### src/rtl/avg_pkg.sv
// avg_pkg: sample width and feeder state type shared by average, its feeder and their benches
package avg_pkg;
  localparam int W_SAMPLE = 4;
  typedef enum logic [1:0] {IDLE, ARMED, LOAD, DONE} feeder_state_t;
endpackage

### src/rtl/sample_fifo.sv
// sample_fifo: circular-buffer FIFO with registered read data and an occupancy count
module sample_fifo #(
  parameter int W = 4,
  parameter int DEPTH = 8
) (
  input  logic                         clk,
  input  logic                         rst,
  input  logic                         push,
  input  logic                         pop,
  input  logic [W-1:0]                 din,
  output logic [W-1:0]                 dout,
  output logic                         full,
  output logic                         empty,
  output logic [$clog2(DEPTH+1)-1:0]   count
);
  localparam int AW = $clog2(DEPTH);
  localparam int CW = $clog2(DEPTH+1);
  logic [W-1:0] mem [DEPTH];
  logic [AW-1:0] wr_ptr, rd_ptr;
  logic do_push, do_pop;
  assign full = count == CW'(DEPTH);
  assign empty = count == '0;
  assign do_push = push && !full;
  assign do_pop = pop && !empty;
  always_ff @(posedge clk)
    if (do_push) mem[wr_ptr] <= din;
  // dout only changes on a pop, so it doubles as the held output register
  always_ff @(posedge clk or posedge rst)
    if (rst) begin
      wr_ptr <= '0;
      rd_ptr <= '0;
      count <= '0;
      dout <= '0;
    end else begin
      if (do_push) wr_ptr <= wr_ptr + AW'(1);
      if (do_pop) begin
        rd_ptr <= rd_ptr + AW'(1);
        dout <= mem[rd_ptr];
      end
      count <= count + CW'(do_push) - CW'(do_pop);
    end
endmodule

### src/rtl/avg_sample_feeder.sv
// avg_sample_feeder: buffers samples and replays N-sample batches into average on start
module avg_sample_feeder
  import avg_pkg::*;
#(
  parameter int W = W_SAMPLE,
  parameter int DEPTH = 8,
  parameter int N = 4
) (
  input  logic                         clk,
  input  logic                         rst,
  input  logic                         in_valid,
  input  logic [W-1:0]                 in_data,
  output logic                         in_ready,
  input  logic                         start,
  output logic [W-1:0]                 x,
  output logic                         x_load,
  output logic                         done,
  output logic                         busy,
  output logic [$clog2(DEPTH+1)-1:0]   count
);
  localparam int CW = $clog2(DEPTH+1);
  feeder_state_t state, nxt;
  logic [CW-1:0] bcnt;
  logic full, empty, pop, enough;
  assign in_ready = !full;
  assign enough = count >= CW'(N);
  sample_fifo #(.W(W), .DEPTH(DEPTH)) u_fifo (
    .clk(clk), .rst(rst), .push(in_valid), .pop(pop), .din(in_data),
    .dout(x), .full(full), .empty(empty), .count(count)
  );
  always_ff @(posedge clk or posedge rst)
    if (rst) state <= IDLE;
    else state <= nxt;
  always_comb begin
    nxt = state;
    case (state)
      IDLE:    nxt = start ? (enough ? LOAD : ARMED) : IDLE;
      ARMED:   nxt = enough ? LOAD : ARMED;
      LOAD:    nxt = bcnt == CW'(N-1) ? DONE : LOAD;
      default: nxt = IDLE;
    endcase
  end
  always_comb begin
    busy = state != IDLE;
    pop = state == LOAD && !empty;
  end
  // x_load and done lag the state by one edge to line up with the registered x
  always_ff @(posedge clk or posedge rst)
    if (rst) begin
      bcnt <= '0;
      x_load <= 1'b0;
      done <= 1'b0;
    end else begin
      bcnt <= state == LOAD ? bcnt + CW'(1) : '0;
      x_load <= state == LOAD;
      done <= state == DONE;
    end
endmodule

### config.mk
export PLATFORM = sky130hd
export DESIGN_NAME = avg_sample_feeder
export DESIGN_NICKNAME = d
export VERILOG_FILES = /design/src/rtl/avg_pkg.sv /design/src/rtl/sample_fifo.sv /design/src/rtl/avg_sample_feeder.sv
export SDC_FILE = /design/constraint.sdc
export NUM_CORES = 1
export LEC_CHECK = 0
export CAP_MARGIN = 20
export CORE_MARGIN = 8
export CORE_UTILIZATION = 35
export CTS_CLUSTER_DIAMETER = 30
export DETAILED_ROUTE_END_ITERATION = 10
export DONT_BUFFER_PORTS = 1
export REMOVE_ABC_BUFFERS = 1
export SYNTH_ARGS = -nofsm -noshare
export SYNTH_HDL_FRONTEND = slang
export SYNTH_SLANG_ARGS = --single-unit
### constraint.sdc
create_clock -name clk -period 2.75 [get_ports clk]
set_clock_uncertainty 0.05 [all_clocks]
set_input_delay 0.275 -clock clk [delete_from_list [all_inputs] [get_ports clk]]
set_output_delay 0.275 -clock clk [all_outputs]
set_load 0.02 [all_outputs]
==> impl_metrics.toml <==
[floorplan]
start_util_pct = 36.5
dieArea_sq_um = 9530
rows = 29
die_h_microns = 97.6
die_x_microns = 97.6
io-pin-count = 20
core-area_sq_um = 6390

[power]
intPower_mw = 1.91
powerDensity_nw_per_um2 = 1130
p_switching_mw = 1.05
combPwrFrac_pct = 35.6
power.leakage_nw = 1.08
fin_total_pwr_mw = 2.96
p_sw_share_pct = 35.4
vdd_drop_max_v = 0.000489
clkPwrFrac_pct = 17.7
seqPwrFrac_pct = 46.7

[synth]
synth_edf_count = 32
yosysSeqAreaShare_pct = 64.8
yosys-top-cells-area = "edfxtp_1 41%, dfrtp_1 24%, mux2i_1 8.6%"
avgSynthCellArea_sq_um = 15.2
synth_area_sq_um = 2330
synth.most_common_cell = "edfxtp_1"
ys_seq_elements = 54
synth_common_cells = "32 x edfxtp_1, 22 x dfrtp_1, 20 x mux2i_1"
synth_cell_types = 29
synth_warnings = 0
yosysTopAreaCell = "edfxtp_1"
async_flop_share_pct = 40.7
yosys.area.top_type_share_pct = 41.2
syn_inst = 153
synth_ff_type = "edfxtp_1"

[timing]
worst_slew_pin_slew_ns = 0.819
grt_setup_unrepaired = "false"
hold_viol_final = 0
fin_setup_tns_ns = 0
finalSetupViolations = 0
post-route-min-period_ns = 2.32
finalMaxSlewViolations = 0
finalCritPeriodShare_pct = 84.2
fmaxAchievable_ghz = 0.432
slew_headroom_pct = 45.4

[clocking]
clock_latency_ns = 0.31
cts_tree = "yes"
clockRootBuffer = "clkbuf_8"
htreeDepth = 2
cts.clk_slew.worst_paths_ns = 0.09
cts_buffer_depth = 2
clock-sinks = 54
cts_buffers = 5

[cells_and_area]
fin_nets = 188
antenna_cells = 0
drive_gt1_share_pct = 12.4
finalNonFillerCells = 247
syn2layout_area_growth_pct = 12.2

[placement]
gp_congestion = 0.716
io_buffers = 0
dpl.cell_count = 230
place_hpwl_microns = 2900

[global_route]
grt_pass1_vias = 1327
antenna_found_initial = 0
grt_start_max_net_pins = 23
grt_overflow_total = 0
grt_pass1_wl_microns = 6720
gr-usage-all-layers_pct = 8.96

[worst_setup_path]
reg2regPathDepth = 9
end_kind = "flop"
reg2reg_slack_ns = 0.43
crit_arrival_ns = 2.50
crit_required_ns = 2.93
crit_path_start_kind = "flop"
timing.critical_path.fanout_max = 4
critPathKind = "flop to flop"

[drt]
ant_nets = 0
viasPerCell = 4.77
routed_wl_microns = 3980
wl_per_cell_microns = 16.1
drc = 0
drtIter0Drc = 45
via_count = 1177
dr.pass1.iters = 4

[run]
cap_violations = 0

[min_path]
min_path_cells = 2
hp-class = "primary input to flop"

[status]
outcome = "completed"
-- per-stage QoR --
stage | hold WS [ns] | cell area, sq um | util [%] | worst slack (ns)
after floorplan | 0.214 | 2300 | - | 0.438
after global placement | 0.306 | 2410 | 37.8 | 0.529
after detailed placement | 0.324 | 2410 | 37.8 | 0.439
after CTS | 0.00240 | 2580 | 40.3 | 0.407
after global routing | 0.0764 | 2620 | 41.0 | 0.285
final | 0.0806 | 2620 | 41.0 | 0.433
-- registers in the layout, indices dropped and copies added (netlist names) --
signal / flops
u_fifo.count: 4
u_fifo.wr_ptr: 3
bcnt: 4
u_fifo.dout: 4
state: 2
x_load: 1
u_fifo.mem: 32
u_fifo.rd_ptr: 3
done: 1
-- area by class of cell --
class                      instances  area, sq um
inverter                          17         63.8
tap                               77         96.3
clock buffer                       6         72.6
fill                             559         3770
multi-input combinational         79          721
clock inverter                     2         38.8
timing repair buffer              12          113
sequential                        54         1510
-- cells by family after synthesis --
| family | after synthesis | share of synthesized area (%) |
|---|---|---|
| flops | 54 | 64.8 |
| simple gates | 28 | 6.17 |
| mux | 26 | 13.4 |
| buf+inv | 20 | 4.24 |
| fa+ha+maj | 11 | 6.23 |
| xor+xnor | 8 | 3.01 |
| compound gates | 6 | 2.09 |
-- worst max-delay path: stages, from the launching register on --
cell     delay, ns
dfrtp_1       0.47
inv_1         0.17
ha_1          0.17
or3b_2        0.46
nand2_1       0.14
inv_1         0.06
ha_1          0.21
a21o_1        0.17
a21oi_1       0.17
xor2_1        0.17
-- layer usage --
metal / part of all wire (%) / vias to the layer above / GRT usage (%) / wire, microns
li1: - / 567 / - / -
met1: 41 / 583 / 8.89 / 1620
met2: 53 / 20 / 15.8 / 2090
met3: 4.2 / 7 / 3.13 / 168
met4: 2.6 / 0 / 5.13 / 102
met5: 0 / - / 0 / 0
-- worst paths after layout --
| path | from | to |
|---|---|---|
| max | u_fifo.count[2] | u_fifo.count[3] |
| min | in_valid | u_fifo.wr_ptr[2] |
| max reg2reg | u_fifo.count[2] | u_fifo.count[3] |
| min reg2reg | bcnt[0] | bcnt[0] |
| max in group asynchronous | rst | bcnt[1] |
| min in group asynchronous | rst | u_fifo.count[2] |
-- power by group through the flow --
stage	registers, mW	logic, mW	clock network, mW
4_1_cts	1.39	1.06	0.534
5_1_grt	1.42	1.20	0.567
3_3_place_gp	1.39	0.996	0
2_1_floorplan	1.40	0.785	0
3_5_place_dp	1.41	1.05	0
6_report	1.38	1.05	0.523
-- placed cells by master (no fill, tap or decap), types with 2 or more instances in the layout --
cell	n
clkbuf_8	5
ha_1	10
nand2b_1	2
mux2_2	2
and2_1	2
buf_4	3
nand2_1	2
nand3_1	3
inv_1	17
nor2_1	12
mux4_2	4
xnor2_1	5
edfxtp_1	32
mux2i_1	20
nand3b_1	2
dfrtp_1	22
nor3_1	2
dlygate4sd3_1	9
xor2_1	3
-- repair_timing --
action                                 4_1_cts  5_1_grt
buffers inserted                             0        0
hold buffers                                 5        4
endpoints found under the hold margin       28       16
resized for setup                            0        0
(Power assumes the default switching activity.)
